===== src/rtl/uart_pkg.sv =====
// Shared definitions for the UART transmit framer: FSM encoding and legal parameter ranges.
package uart_pkg;

  typedef enum logic [2:0] {
    IDLE   = 3'd0,
    START  = 3'd1,
    DATA   = 3'd2,
    PARITY = 3'd3,
    STOP   = 3'd4
  } uart_state_e;

  localparam int unsigned DATA_W_MIN       = 5;
  localparam int unsigned DATA_W_MAX       = 9;
  localparam int unsigned STOP_BITS_MIN    = 1;
  localparam int unsigned STOP_BITS_MAX    = 2;
  localparam int unsigned CLKS_PER_BIT_MIN = 2;

endpackage


===== src/rtl/uart_tx_framer_if.sv =====
// Payload handshake between a producer (master) and the framer (slave).
interface uart_tx_framer_if #(
  parameter int unsigned DATA_W = 8
);
  logic [DATA_W-1:0] tx_data;
  logic              tx_valid;
  logic              tx_ready;

  modport master (output tx_data, output tx_valid, input tx_ready);
  modport slave  (input tx_data, input tx_valid, output tx_ready);
endinterface


===== src/rtl/uart_baud_gen.sv =====
// Bit-period timer: bit_end is high in the last cycle of every CLKS_PER_BIT window.
module uart_baud_gen
  import uart_pkg::*;
#(
  parameter int unsigned CLKS_PER_BIT = 16
) (
  input  logic clk1,
  input  logic rst,
  input  logic restart,
  output logic bit_end
);

  localparam int unsigned CNT_W = $clog2(CLKS_PER_BIT);
  localparam logic [CNT_W-1:0] CNT_LAST = CNT_W'(CLKS_PER_BIT - 1);

  if (CLKS_PER_BIT < CLKS_PER_BIT_MIN) begin : g_bad_cpb
    $error("uart_baud_gen: CLKS_PER_BIT must be >= 2");
  end

  logic [CNT_W-1:0] cnt_q, cnt_d;
  logic             bit_end_q, bit_end_d;

  // Count within the bit; wrap at the boundary or restart on a new frame.
  always_comb begin
    cnt_d = cnt_q + CNT_W'(1);
    if (restart || (cnt_q == CNT_LAST)) begin
      cnt_d = '0;
    end
    bit_end_d = (cnt_d == CNT_LAST);
  end

  // Counter and registered boundary flag.
  always_ff @(posedge clk1 or negedge rst) begin
    if (!rst) begin
      cnt_q     <= '0;
      bit_end_q <= 1'b0;
    end else begin
      cnt_q     <= cnt_d;
      bit_end_q <= bit_end_d;
    end
  end

  assign bit_end = bit_end_q;

endmodule


===== src/rtl/uart_tx_framer.sv =====
// UART transmit framer: start bit, LSB-first data, optional parity, 1-2 stop bits.
module uart_tx_framer
  import uart_pkg::*;
#(
  parameter int unsigned DATA_W       = 8,
  parameter int unsigned CLKS_PER_BIT = 16,
  parameter int unsigned PARITY_EN    = 0,
  parameter int unsigned PARITY_ODD   = 0,
  parameter int unsigned STOP_BITS    = 1
) (
  input  logic              clk1,
  input  logic              rst,
  uart_tx_framer_if.slave   bus,
  output logic              tx,
  output logic              busy,
  output logic              done
);

  localparam int unsigned IDX_W = $clog2(DATA_W + 1);
  localparam logic [IDX_W-1:0] IDX_LAST  = IDX_W'(DATA_W - 1);
  localparam logic             STOP_LAST = 1'(STOP_BITS - 1);
  localparam logic             ODD_BIT   = 1'(PARITY_ODD);

  if ((DATA_W < DATA_W_MIN) || (DATA_W > DATA_W_MAX)) begin : g_bad_data_w
    $error("uart_tx_framer: DATA_W out of range 5..9");
  end
  if ((STOP_BITS < STOP_BITS_MIN) || (STOP_BITS > STOP_BITS_MAX)) begin : g_bad_stop
    $error("uart_tx_framer: STOP_BITS must be 1 or 2");
  end
  if ((PARITY_EN > 1) || (PARITY_ODD > 1)) begin : g_bad_parity
    $error("uart_tx_framer: PARITY_EN and PARITY_ODD must be 0 or 1");
  end

  uart_state_e       state_q, state_d;
  logic [DATA_W-1:0] shift_q, shift_d;
  logic [IDX_W-1:0]  idx_q, idx_d;
  logic              stop_q, stop_d;
  logic              parity_q, parity_d;
  logic              tx_q, tx_d;
  logic              ready_q, ready_d;
  logic              busy_q, busy_d;
  logic              done_q, done_d;
  logic              accept_c;
  logic              bit_end;

  assign accept_c = bus.tx_valid && ready_q;

  uart_baud_gen #(
    .CLKS_PER_BIT (CLKS_PER_BIT)
  ) u_baud (
    .clk1    (clk1),
    .rst     (rst),
    .restart (accept_c),
    .bit_end (bit_end)
  );

  // Next-state and next-output logic; tx is precomputed so the line is registered.
  always_comb begin
    state_d  = state_q;
    shift_d  = shift_q;
    idx_d    = idx_q;
    stop_d   = stop_q;
    parity_d = parity_q;
    tx_d     = tx_q;
    done_d   = 1'b0;
    unique case (state_q)
      IDLE: begin
        tx_d = 1'b1;
        if (accept_c) begin
          state_d  = START;
          tx_d     = 1'b0;
          shift_d  = bus.tx_data;
          parity_d = (^bus.tx_data) ^ ODD_BIT;
          idx_d    = '0;
          stop_d   = 1'b0;
        end
      end
      START: begin
        if (bit_end) begin
          state_d = DATA;
          tx_d    = shift_q[0];
          shift_d = shift_q >> 1;
          idx_d   = '0;
        end
      end
      DATA: begin
        if (bit_end) begin
          if (idx_q == IDX_LAST) begin
            if (PARITY_EN != 0) begin
              state_d = PARITY;
              tx_d    = parity_q;
            end else begin
              state_d = STOP;
              tx_d    = 1'b1;
            end
          end else begin
            idx_d   = idx_q + IDX_W'(1);
            tx_d    = shift_q[0];
            shift_d = shift_q >> 1;
          end
        end
      end
      PARITY: begin
        if (bit_end) begin
          state_d = STOP;
          tx_d    = 1'b1;
        end
      end
      STOP: begin
        if (bit_end) begin
          if (stop_q == STOP_LAST) begin
            state_d = IDLE;
            done_d  = 1'b1;
          end else begin
            stop_d = 1'b1;
          end
          tx_d = 1'b1;
        end
      end
      default: begin
        state_d = IDLE;
        tx_d    = 1'b1;
      end
    endcase
    ready_d = (state_d == IDLE);
    busy_d  = !ready_d;
  end

  // State and output registers; reset aborts any frame in flight.
  always_ff @(posedge clk1 or negedge rst) begin
    if (!rst) begin
      state_q  <= IDLE;
      shift_q  <= '0;
      idx_q    <= '0;
      stop_q   <= 1'b0;
      parity_q <= 1'b0;
      tx_q     <= 1'b1;
      ready_q  <= 1'b1;
      busy_q   <= 1'b0;
      done_q   <= 1'b0;
    end else begin
      state_q  <= state_d;
      shift_q  <= shift_d;
      idx_q    <= idx_d;
      stop_q   <= stop_d;
      parity_q <= parity_d;
      tx_q     <= tx_d;
      ready_q  <= ready_d;
      busy_q   <= busy_d;
      done_q   <= done_d;
    end
  end

  assign bus.tx_ready = ready_q;
  assign tx           = tx_q;
  assign busy         = busy_q;
  assign done         = done_q;

endmodule


===== src/flat_wrapper.sv =====
// flat-port wrapper written by rule: the top's interface ports become plain ports
module uart_tx_framer_flat import uart_pkg::*;
#(
  parameter int unsigned DATA_W       = 8,
  parameter int unsigned CLKS_PER_BIT = 16,
  parameter int unsigned PARITY_EN    = 0,
  parameter int unsigned PARITY_ODD   = 0,
  parameter int unsigned STOP_BITS    = 1
)
  (clk1, rst, tx, busy, done, bus_tx_data, bus_tx_valid, bus_tx_ready);
  uart_tx_framer_if #(.DATA_W(DATA_W)) bus_i ();
  input  logic clk1;
  input  logic rst;
  output logic tx;
  output logic busy;
  output logic done;
  input wire logic [$bits(bus_i.tx_data)-1:0] bus_tx_data;
  input wire logic [$bits(bus_i.tx_valid)-1:0] bus_tx_valid;
  output wire logic [$bits(bus_i.tx_ready)-1:0] bus_tx_ready;
  assign bus_i.tx_data = bus_tx_data;
  assign bus_i.tx_valid = bus_tx_valid;
  assign bus_tx_ready = bus_i.tx_ready;
  uart_tx_framer #(.DATA_W(DATA_W), .CLKS_PER_BIT(CLKS_PER_BIT), .PARITY_EN(PARITY_EN), .PARITY_ODD(PARITY_ODD), .STOP_BITS(STOP_BITS)) u_core (.clk1(clk1), .rst(rst), .bus(bus_i), .tx(tx), .busy(busy), .done(done));
endmodule

===== config.mk =====
export PLATFORM = sky130hd
export DESIGN_NAME = uart_tx_framer_flat
export DESIGN_NICKNAME = d
export VERILOG_FILES = /design/src/rtl/uart_pkg.sv /design/src/rtl/uart_tx_framer_if.sv /design/src/rtl/uart_baud_gen.sv /design/src/rtl/uart_tx_framer.sv /design/src/flat_wrapper.sv
export SDC_FILE = /design/constraint.sdc
export NUM_CORES = 1
export LEC_CHECK = 0
export CAP_MARGIN = 5
export CORE_ASPECT_RATIO = 0.8
export CORE_MARGIN = 2
export CORE_UTILIZATION = 40
export CTS_CLUSTER_SIZE = 40
export DETAILED_ROUTE_END_ITERATION = 8
export GPL_TIMING_DRIVEN = 0
export PLACE_DENSITY = 0.66
export SYNTH_ARGS = -nofsm -noshare
export SYNTH_HDL_FRONTEND = slang
export SYNTH_SLANG_ARGS = --single-unit

===== constraint.sdc =====
create_clock -name clk1 -period 2.3 [get_ports clk1]
set_input_delay 0.23 -clock clk1 [delete_from_list [all_inputs] [get_ports clk1]]
set_output_delay 0.23 -clock clk1 [all_outputs]
set_load 0.01 [all_outputs]

After elaboration in Yosys (flattened, before gate mapping)
Cells that the tools add are included.
{"block": "word_totals", "register_bits": 25, "inputBits": 11, "out_inout_bits": 4, "elab_cells": 68}
{"block": "op_classes", "addsub": 2, "n_eq_ne": 13, "n_mux": 32, "n_reduce_logical": 11}
{"operator": "$mux W8", "count": 4}
{"operator": "$pmux W8 S3", "count": 1}
{"operator": "$mux W3", "count": 7}
{"operator": "$mux W4", "count": 5}
{"operator": "$pmux W3 S5", "count": 1}
{"operator": "$pmux W4 S3", "count": 1}
{"operator": "$mux W1", "count": 11}
{"operator": "$ne A2 B2 Y1 const B", "count": 5}
{"operator": "$add A4 B1 Y4 const B", "count": 2}
{"operator": "$eq A4 B4 Y1 const B", "count": 2}
{"operator": "$eq A3 B2 Y1 const B", "count": 2}
{"operator": "$logic_not A3 Y1", "count": 2}
{"operator": "$reduce_and A3 Y1", "count": 2}
{"operator": "$reduce_and A5 Y1", "count": 1}
{"operator": "$eq A4 B3 Y1 const B", "count": 1}
{"operator": "$pmux W1 S4", "count": 1}
{"operator": "$eq A3 B1 Y1 const B", "count": 1}
{"operator": "$eq A3 B3 Y1 const B", "count": 1}
{"operator": "$reduce_bool A3 Y1", "count": 1}
{"operator": "$ne A2 B1 Y1 const B", "count": 1}
{"operator": "$pmux W1 S2", "count": 1}
{"operator": "$reduce_bool A2 Y1", "count": 1}
{"operator": "$reduce_or A2 Y1", "count": 1}
{"operator": "$logic_and A1 B1 Y1", "count": 1}
{"operator": "other kinds (2)", "count": 2}

Logic depth before layout (Yosys ltp)
Gate-level depths: netlist of the first run.
{"block": "depth", "ltp_word": 6, "ltp_mapped": 6, "mapped_depth_nobuf": 5}

Cells and area by module
Synthesis of the first run repeated with hierarchy kept, for this count alone.
{"block": "hier_totals", "hier_cells": 101, "hier_area_um2": 1234.9}
{"module": "uart_tx_framer", "instances": 1, "cells_per_inst": 84, "area_per_inst_um2": 1028.5}
{"module": "uart_baud_gen", "instances": 1, "cells_per_inst": 17, "area_per_inst_um2": 206.4}

Worst setup path before layout of the first run
Ideal clock, no wire load.
{"block": "synth_timing", "path_type": "register -> register", "from": "reg u_core.idx_q[0]", "to": "reg u_core.shift_q[1]", "setup_ps": 125, "t_arrival_ps": 1567, "slack_ps": 608, "stages_incl_launch_ff": 7, "n_path_buf": 1, "synth_period_minus_slack_ps": 1692, "path_cell_list": "dfrtp_1 -> ha_1 -> nand3b_1 -> nand4b_1 -> a31oi_4 -> buf_6 -> mux2_4"}
{"block": "synth_between", "elab_chain_len": 3}
{"item": "from (decl)", "line_no": "uart_tx_framer.sv:36", "rtl": "logic [IDX_W-1:0] idx_q, idx_d;"}
{"item": "from (signal assigned)", "line_no": "uart_tx_framer.sv:144", "rtl": "idx_q <= idx_d;"}
{"item": "$eq A4 B3 Y1", "line_no": "uart_tx_framer.sv:88", "rtl": "if (idx_q == IDX_LAST) begin"}
{"item": "$ne A2 B2 Y1 (no line)"}
{"item": "$reduce_and A5 Y1 (no line)"}
{"item": "to (signal assigned)", "line_no": "uart_tx_framer.sv:143", "rtl": "shift_q <= shift_d;"}
{"item": "to (decl)", "line_no": "uart_tx_framer.sv:35", "rtl": "logic [DATA_W-1:0] shift_q, shift_d;"}
Every way passes these cells.
A chain may end at the register's enable or synchronous reset.

Worst setup path in the final report of the first run
{"block": "layout_timing", "from": "reg u_core.idx_q[0]", "to": "reg u_core.shift_q[3]"}
The elaborated chain is that of the path after synthesis.

==> summary.txt, run 1 <==
Reg-to-Reg Start: u_core.idx_q[0]
Max-cap violations: 0
R2r setup slk: 0.45 ns
Relative slew slack: 28.6%
Critical path arrival: 2.00 ns
Area Overhead vs Synth: 19.7%
Synth unique cells: 38
Final design utilization: 49.1%
Sequential power share: 57.5%
Post-layout nets: 137
Switching Share: 19.4%
CTS tree: done
First-pass GRT wire length: 3820 µm
CTS Hold Bufs: 0
Worst Max-Slew Pin Slew: 1.07 ns
Post-cts sizing count: 0
Cell Pwr Density: 498 nW/µm²
Die area: 3580 µm²
Worst vdd rail ir drop: 0.000181 V
Clock power frac: 37.9%
Mapped Cells: 105
DRC Markers: 0
Cell row count: 18
Post-Syn Area per Cell: 11.9 µm²
Core box area: 3040 µm²
Vias: 812
Clock latency on the worst-skew pair: 0.26 ns
Final ANT Viol Nets: 0
H-tree levels: 1
Via-per-instance ratio: 4.98
Syn Nets: 118
TNS Setup: 0 ns
Sink Count: 24
GRT Util Overall: 14.4%
Cell Int Power: 0.000599 W
RR Endpoint: u_core.shift_q[3]
Max-slew violations: 0
Sw power: 0.000144 W
Clock Path Buffers: 2
TritonCTS buffer count: 3
WS Path Type: reg2reg
Clock root buffer: clkbuf_8
Antenna diode count: 0
Post-CTS setup buffer count: 0
Worst Setup SP: u_core.idx_q[0]
CP endpoint: u_core.shift_q[3]
Worst Skew: 0.00125 ns
DPL Wire Length: 1600 µm
Crit path launch type: flip-flop
Sequential share of the synthesized area: 48.3%
Worst Path Required: 2.45 ns
Flop and latch count out of synthesis: 24
Initial DRC count: 48
Initial Utilization: 41.0%
Endpoints failing setup: 0
RSZ-0062 raised after global routing: false
Class of the worst hold path: reg2reg
I/O pin count: 15
Sequential Area: 603 µm²
Setup crit end kind: flip-flop
First-pass iteration count of the detailed router: 4
Async SR Flop Fraction: 100%
Ys Warns: 0
Die height: 54.0 µm
Largest net degree at the start of global routing: 25
Static Leak: 0.687 nW
Max Clock Freq: 0.540 GHz
Post-Syn Area: 1250 µm²
Final Wtd Congestion: 0.780
Grt total ovfl: 0
Area of the multi-input gates: 586 µm²
Comb pwr share: 4.6%
Commonest non-fill, non-tap cell in the layout: dfrtp_1
DRT Wirelength: 2180 µm
Fillers: 287
Routed len/inst: 13.4 µm
Worst Reg-to-Reg Cells: 6
Initial antenna violation count: 0
Number of synthesized flops with an enable pin: 0
Ys flop type: dfrtp_1
Final min period: 1.85 ns
Fin. Hold Viols: 0
Reg clk slew, reported paths: 0.08 ns
Vias in the first global route: 825
CP Max Fanout: 10
Share of cells above drive strength 1: 22.0%
Final Cycle Share: 80.5%
Most frequent cells in the layout: dfrtp_1 (22), clkdlybuf4s50_1 (14), nand2_1 (7), nor2_1 (7)
Status: finished, final reports clean
Die W: 66.4 µm
Number of port buffers: 14
## state kept, by name (all words and copies together), names as in the netlist
register,flops
u_core.busy,1
u_core.bus.tx_ready,1
u_core.u_baud.cnt_q,4
u_core.state_q,3
u_core.shift_q,8
u_core.u_baud.bit_end,1
u_core.tx,1
u_core.done,1
u_core.idx_q,4
## through the flow
step,hold slack (ns),instance area [µm²],setup slack (ns),std cells,total power (W)
after floorplan,-0.0656,1250,0.608,105,0.000444
after global placement,0.469,1440,0.445,159,0.000469
after detailed placement,0.477,1440,0.428,159,0.000471
after CTS,0.490,1490,0.430,163,0.000753
after global routing,0.519,1490,0.358,163,0.000779
final,0.502,1490,0.448,163,0.000744
## kinds of logic (layout without fill, tap and decap cells)
group                    Yosys count  count (layout)  synth area share (%)
multiplexers                      16              16                  15.7
AND/OR/NAND/NOR                   33              33                  15.5
flip-flops                        24              24                  48.3
adder cells (fa/ha/maj)            2               2                  2.01
XOR/XNOR                           2               2                  2.91
AO/OA/AOI/OAI                     19              19                  10.7
buffers and inverters              9              27                  4.71
## routing by layer
metal	track usage, %	wire (µm)
met1	19.5	1060
met2	23.0	1060
met3	2.51	31
met4	6.12	27
met5	0	0
## worst max-delay path, stage by stage, from the launching register on
cell	delay (ns)
dfrtp_1	0.41
ha_1	0.25
nand3b_1	0.13
nand4b_1	0.15
a31oi_4	0.29
buf_6	0.20
mux2_4	0.31
## final cells by class
class | count | share of cell area (%)
flip-flops and latches | 24 | 40.4
clock buffers | 4 | 3.69
repair buffers | 14 | 9.39
well taps | 40 | 3.35
inverters | 4 | 1.01
plain buffers | 5 | 2.93
multi-input cells | 72 | 39.2
## how the worst min path moves through the flow
stage | startpoint | to | cells after the start
final | u_core.idx_q[3] | u_core.idx_q[3] | 1
after global routing | u_core.idx_q[3] | u_core.idx_q[3] | 1
after CTS | u_core.idx_q[3] | u_core.idx_q[3] | 1
after detailed placement | u_core.idx_q[3] | u_core.idx_q[3] | 1
after global placement | u_core.idx_q[3] | u_core.idx_q[3] | 1
after floorplan | rst | u_core.busy | 0
## cell usage after synthesis (2+ instances only)
master / count / share of area, %
mux2_4: 5 / 6.0
and3_1: 2 / 1.0
mux2_1: 6 / 5.4
nand2_1: 7 / 2.1
dfstp_2: 2 / 4.2
mux2_2: 3 / 2.7
nand3_1: 2 / 0.80
mux2i_1: 2 / 1.6
dfrtp_1: 22 / 44
a31oi_1: 2 / 1.0
nand3b_1: 2 / 1.2
nand2b_1: 2 / 1.0
nand4b_1: 2 / 1.4
ha_1: 2 / 2.0
buf_6: 3 / 2.7
inv_1: 4 / 1.2
a21oi_1: 6 / 2.4
o21ai_0: 4 / 1.6
buf_2: 2 / 0.80
nor2_1: 7 / 2.1
## power groups by stage
stage | Clock [W] | Combinational, W | Sequential (W)
6_report | 0.000282 | 0.0000343 | 0.000427
4_1_cts | 0.000290 | 0.0000353 | 0.000427
2_1_floorplan | 0 | 0.00000867 | 0.000435
3_3_place_gp | 0 | 0.0000338 | 0.000435
5_1_grt | 0.000313 | 0.0000381 | 0.000428
3_5_place_dp | 0 | 0.0000350 | 0.000436
Power figures use the tool's default switching activity.
==> run 2, diff against run 1 <==
==> constraint.sdc (replaced) <==
create_clock -name clk1 -period 1.8 [get_ports clk1]
set_input_delay 0.18 -clock clk1 [delete_from_list [all_inputs] [get_ports clk1]]
set_output_delay 0.18 -clock clk1 [all_outputs]
set_load 0.01 [all_outputs]
==> run 2 against run 1 <==
  * First-iteration DRC count is 15% lower
  * Cell area is 1.9% higher
  * Utilization is 0.95 points higher
  * Largest power group unchanged
==> summary.txt, run 2 (synthesized netlist as in run 1, its figures left out) <==
Final min period: 1.75 ns
Routed len/inst: 13.2 µm
WS Path Type: reg2reg
Die W: 66.4 µm
Initial antenna violation count: 0
Cell row count: 18
DRC Markers: 0
Post-layout nets: 140
Endpoints failing setup: 0
Largest Register: u_core.shift_q
Clock Path Buffers: 2
First-pass iteration count of the detailed router: 2
Sink Count: 24
Antenna diode count: 0
Clock root buffer: clkbuf_8
RR Endpoint: u_core.shift_q[0]
Most frequent cells in the layout: dfrtp_1 (22), clkdlybuf4s50_1 (14), nand2_1 (7), nor2_1 (7)
Worst Path Required: 1.95 ns
TritonCTS buffer count: 3
Relative slew slack: 29.1%
Sw power: 0.000179 W
Metal3 WL: 30 µm
Final ANT Viol Nets: 0
Number of port buffers: 14
Final Wtd Congestion: 0.780
Static Leak: 0.703 nW
Clock latency on the worst-skew pair: 0.26 ns
Uppermost layer routed: met4
Max Clock Freq: 0.572 GHz
Share of cells above drive strength 1: 24.6%
Largest net degree at the start of global routing: 25
Cell Pwr Density: 621 nW/µm²
Final Cycle Share: 97.2%
H-tree levels: 1
Initial DRC count: 41
CTS tree: done
DPL Wire Length: 1600 µm
TNS Setup: 0 ns
Die height: 54.0 µm
Worst Max-Slew Pin Slew: 1.06 ns
Grt total ovfl: 0
Comb pwr share: 4.6%
Sequential power share: 57.8%
Class of the worst hold path: in2async
Vias in the first global route: 825
Fin. Hold Viols: 0
I/O pin count: 15
Worst Setup SP: u_core.idx_q[0]
Status: finished, final reports clean
Final WS setup: 0.0509 ns
Reg-to-Reg Start: u_core.idx_q[0]
Core box area: 3040 µm²
Met2 WL: 1090 µm
Worst Skew: 0.00186 ns
DRT Wirelength: 2190 µm
Max-cap violations: 0
Max FFs per register: 8
Die area: 3580 µm²
Setup crit end kind: flip-flop
Max-slew violations: 0
R2r setup slk: 0.05 ns
DP Worst Slack: -0.0475 ns
Cell Int Power: 0.000766 W
Initial Utilization: 41.0%
Worst vdd rail ir drop: 0.000230 V
CP endpoint: u_core.shift_q[0]
Vias: 815
Crit path launch type: flip-flop
Via-per-instance ratio: 4.91
CTS Hold Bufs: 0
GRT Util Overall: 14.3%
Clock power frac: 37.5%
First-pass GRT wire length: 3800 µm
Reg clk slew, reported paths: 0.08 ns
Wl on met1: 1060 µm
CP Max Fanout: 4
Critical path arrival: 1.90 ns
Worst Reg-to-Reg Cells: 6
Area Overhead vs Synth: 22.0%
Commonest non-fill, non-tap cell in the layout: dfrtp_1
Switching Share: 18.9%
Top Registers: u_core.shift_q (8), u_core.idx_q (4), u_core.u_baud.cnt_q (4)
[run 2: cell count changes in the layout (fill, tap and decap cells not counted), sizes merged]
| cell | delta |
|---|---|
| buf | +3 |
[run 2: repair_timing]
action | 4_1_cts | 5_1_grt
buffers inserted | 1 | 2
cloned | 0 | 0
endpoints found under the setup margin | 4 | 6
resized for setup | 0 | 2
pin swaps | 1 | 2
[run 2: worst min path at each step]
stage | start | to | cells after the start
6_report | rst | u_core.shift_q[5] | 1
5_1_grt | bus_tx_data[7] | u_core.shift_q[7] | 3
4_1_cts | bus_tx_data[7] | u_core.shift_q[7] | 3
3_5_place_dp | u_core.idx_q[3] | u_core.idx_q[3] | 1
3_3_place_gp | u_core.idx_q[3] | u_core.idx_q[3] | 1
2_1_floorplan | rst | u_core.busy | 0
[run 2: routing by layer]
metal,track usage [%],vias to the layer above
met5,0,-
met4,6.12,0
met3,2.51,2
met2,22.8,5
met1,19.5,392
li1,-,416
[run 2: cell type report]
| type | instances | area, µm² |
|---|---|---|
| Multi-Input combinational cell | 72 | 588 |
| Timing Repair Buffer | 17 | 163 |
| Fill cell | 283 | 1520 |
| Sequential cell | 24 | 603 |
| Tap cell | 40 | 50.0 |
| Inverter | 4 | 15.0 |
| Buffer | 5 | 47.5 |
| Clock buffer | 4 | 55.1 |
[run 2: metrics by stage]
stage	instance area [µm²]	hold slack, ns	cells	util, %	power, W
after floorplan	1250	-0.116	105	-	0.000567
after global placement	1440	0.469	159	47.3	0.000599
after detailed placement	1440	0.477	159	47.3	0.000601
after CTS	1500	0.484	164	49.3	0.000962
after global routing	1520	0.494	166	50.0	0.000993
final	1520	0.486	166	50.0	0.000944
[run 2: power by group through the flow]
stage,Combinational (W),Clock [W],Sequential (W)
after floorplan,0.0000111,0,0.000556
after global placement,0.0000432,0,0.000556
after detailed placement,0.0000447,0,0.000556
after CTS,0.0000451,0.000371,0.000546
after global routing,0.0000487,0.000398,0.000547
final,0.0000438,0.000354,0.000546
[run 2: worst max-delay path, stage by stage, from the launching register on]
cell      delay [ns]
dfrtp_1         0.40
ha_2            0.21
nand3b_1        0.12
nand4b_1        0.16
a31oi_4         0.27
buf_4           0.16
mux2_2          0.33
==> run 3, diff against run 2 <==
--- a/config.mk
+++ b/config.mk
@@ -7,7 +7,6 @@
 export LEC_CHECK = 0
 export CAP_MARGIN = 5
 export CORE_ASPECT_RATIO = 0.8
-export CORE_MARGIN = 2
 export CORE_UTILIZATION = 40
 export CTS_CLUSTER_SIZE = 40
 export DETAILED_ROUTE_END_ITERATION = 8
==> constraint.sdc (replaced) <==
create_clock -name clk1 -period 1.8 [get_ports clk1]
set_input_delay 0.18 -clock clk1 [delete_from_list [all_inputs] [get_ports clk1]]
set_output_delay 0.18 -clock clk1 [all_outputs]
set_load 0.1 [all_outputs]
==> run 3 against run 2 <==
  * First-iteration DRC count shrank 68%
  * Maximum frequency is 1.6% higher
  * Clock-buffer cell count unchanged
  * Sequential share of layout area fell by 1.1 points
  * Flip-flop and latch count did not move
  * Highest routed layer unchanged
==> summary.txt, run 3 (synthesized netlist as in run 1, its figures left out) <==
Sink Count: 24
Vias in the first global route: 833
Worst vdd rail ir drop: 0.000348 V
Class of the worst hold path: in2async
First-pass GRT wire length: 3860 µm
Die W: 64.4 µm
Antenna diode count: 0
RSZ-0062 raised after global routing: true
Critical path arrival: 1.87 ns
Commonest non-fill, non-tap cell in the layout: dfrtp_1
TNS Setup: 0 ns
Area of the multi-input gates: 606 µm²
WS Path Type: reg2reg
Initial DRC count: 13
Fillers: 255
Relative slew slack: 31.2%
Fin. Hold Viols: 0
Final min period: 1.72 ns
Clock root buffer: clkbuf_8
Static Leak: 0.746 nW
Max Clock Freq: 0.581 GHz
Final Non-Filler Cells: 167
Final WS setup: 0.0778 ns
Worst Skew: 0.00143 ns
Sequential Area: 607 µm²
GRT Util Overall: 15.6%
DRC Markers: 0
First-pass iteration count of the detailed router: 6
Final ANT Viol Nets: 0
DRT Wirelength: 2210 µm
Endpoints failing setup: 0
Largest net degree at the start of global routing: 25
TritonCTS buffer count: 3
Area Overhead vs Synth: 26.3%
Final design utilization: 55.3%
Worst Path Required: 1.95 ns
Clock latency on the worst-skew pair: 0.26 ns
Top Registers: u_core.shift_q (8), u_core.idx_q (4), u_core.u_baud.cnt_q (4)
I/O pin count: 15
Max-cap violations: 0
Grt total ovfl: 0
Initial Utilization: 43.8%
Final Cycle Share: 95.7%
Reg clk slew, reported paths: 0.08 ns
Cell row count: 17
Number of port buffers: 14
Post-layout nets: 143
Vias: 837
Clock Path Buffers: 2
Worst Max-Slew Pin Slew: 1.03 ns
Routed len/inst: 13.2 µm
Die area: 3350 µm²
Crit path launch type: flip-flop
Final Wtd Congestion: 0.783
Share of cells above drive strength 1: 28.7%
CP Max Fanout: 4
CTS tree: done
DPL Wire Length: 1580 µm
Worst hold slack: 0.478 ns
Setup crit end kind: flip-flop
DP Worst Slack: -0.104 ns
Status: finished, final reports clean
Max FFs per register: 8
Largest Register: u_core.shift_q
Die height: 52.0 µm
Cell Pwr Density: 596 nW/µm²
H-tree levels: 1
Initial antenna violation count: 0
DP Cell Count: 157
Via-per-instance ratio: 5.01
Most frequent cells in the layout: dfrtp_1 (22), clkdlybuf4s50_1 (10), nand2_1 (7), nor2_1 (7)
Core box area: 2850 µm²
Max-slew violations: 0
==> run 3: cell count changes in the layout (fill, tap and decap cells not counted), sizes merged <==
cell / before / now
buf: 8 / 11
dlygate4sd2: 0 / 2
clkdlybuf4s50: 14 / 10
clkdlybuf4s15: 0 / 2
==> run 3: layout make-up <==
cell class / instances / area share, %
flip-flops and latches: 24 / 38.5
repair buffers: 20 / 12.5
plain buffers: 5 / 3.02
well taps: 38 / 3.02
inverters: 4 / 0.953
clock buffers: 4 / 3.49
multi-input cells: 72 / 38.4
==> run 3: per-stage QoR <==
stage / instance area (µm²) / power (W)
finish: 1580 / 0.000940
global placement: 1450 / 0.000600
floorplan: 1260 / 0.000567
CTS: 1520 / 0.000958
global route: 1580 / 0.000993
detailed placement: 1450 / 0.000600
==> run 3: path summary, 6_finish.rpt <==
path	cells past startpoint	end	start	slack (ns)
max	6	u_core.shift_q[5]	u_core.idx_q[0]	0.08
min	1	u_core.idx_q[2]	rst	0.48
max reg2reg	6	u_core.shift_q[5]	u_core.idx_q[0]	0.08
min reg2reg	1	u_core.idx_q[3]	u_core.idx_q[3]	0.49
max in group asynchronous	1	u_core.shift_q[3]	rst	0.70
min in group clk1	3	u_core.shift_q[7]	bus_tx_data[7]	0.49
==> run 3: worst max-delay path: stages, from the launching register on <==
cell and delay (ns):
dfrtp_1 0.43, ha_4 0.19, nand3b_1 0.12, nand4b_1 0.16, a31oi_4 0.25, buf_4 0.15
mux2_2 0.32
==> run 3: timing repair <==
action | in CTS | in global routing
gates cloned | 0 | 0
pin swaps | 1 | 2
hold buffers | 0 | 0
gates resized for setup | 8 | 3
setup buffers | 2 | 4
setup endpoints to repair | 8 | 7
==> run 3: metal layers <==
| layer | GRT usage [%] | vias to the layer above | routed length (µm) |
|---|---|---|---|
| li1 | - | 419 | - |
| met1 | 20.4 | 405 | 1100 |
| met2 | 25.1 | 11 | 1020 |
| met3 | 5.26 | 2 | 85 |
| met4 | 3.33 | 0 | 14 |
| met5 | 0 | - | 0 |
==> run 3: power breakdown <==
part	internal (W)	switching [W]	total, W
Sequential	0.000543	0.00000203	0.000545
Combinational	0.0000274	0.0000161	0.0000435
Clock	0.000195	0.000156	0.000351
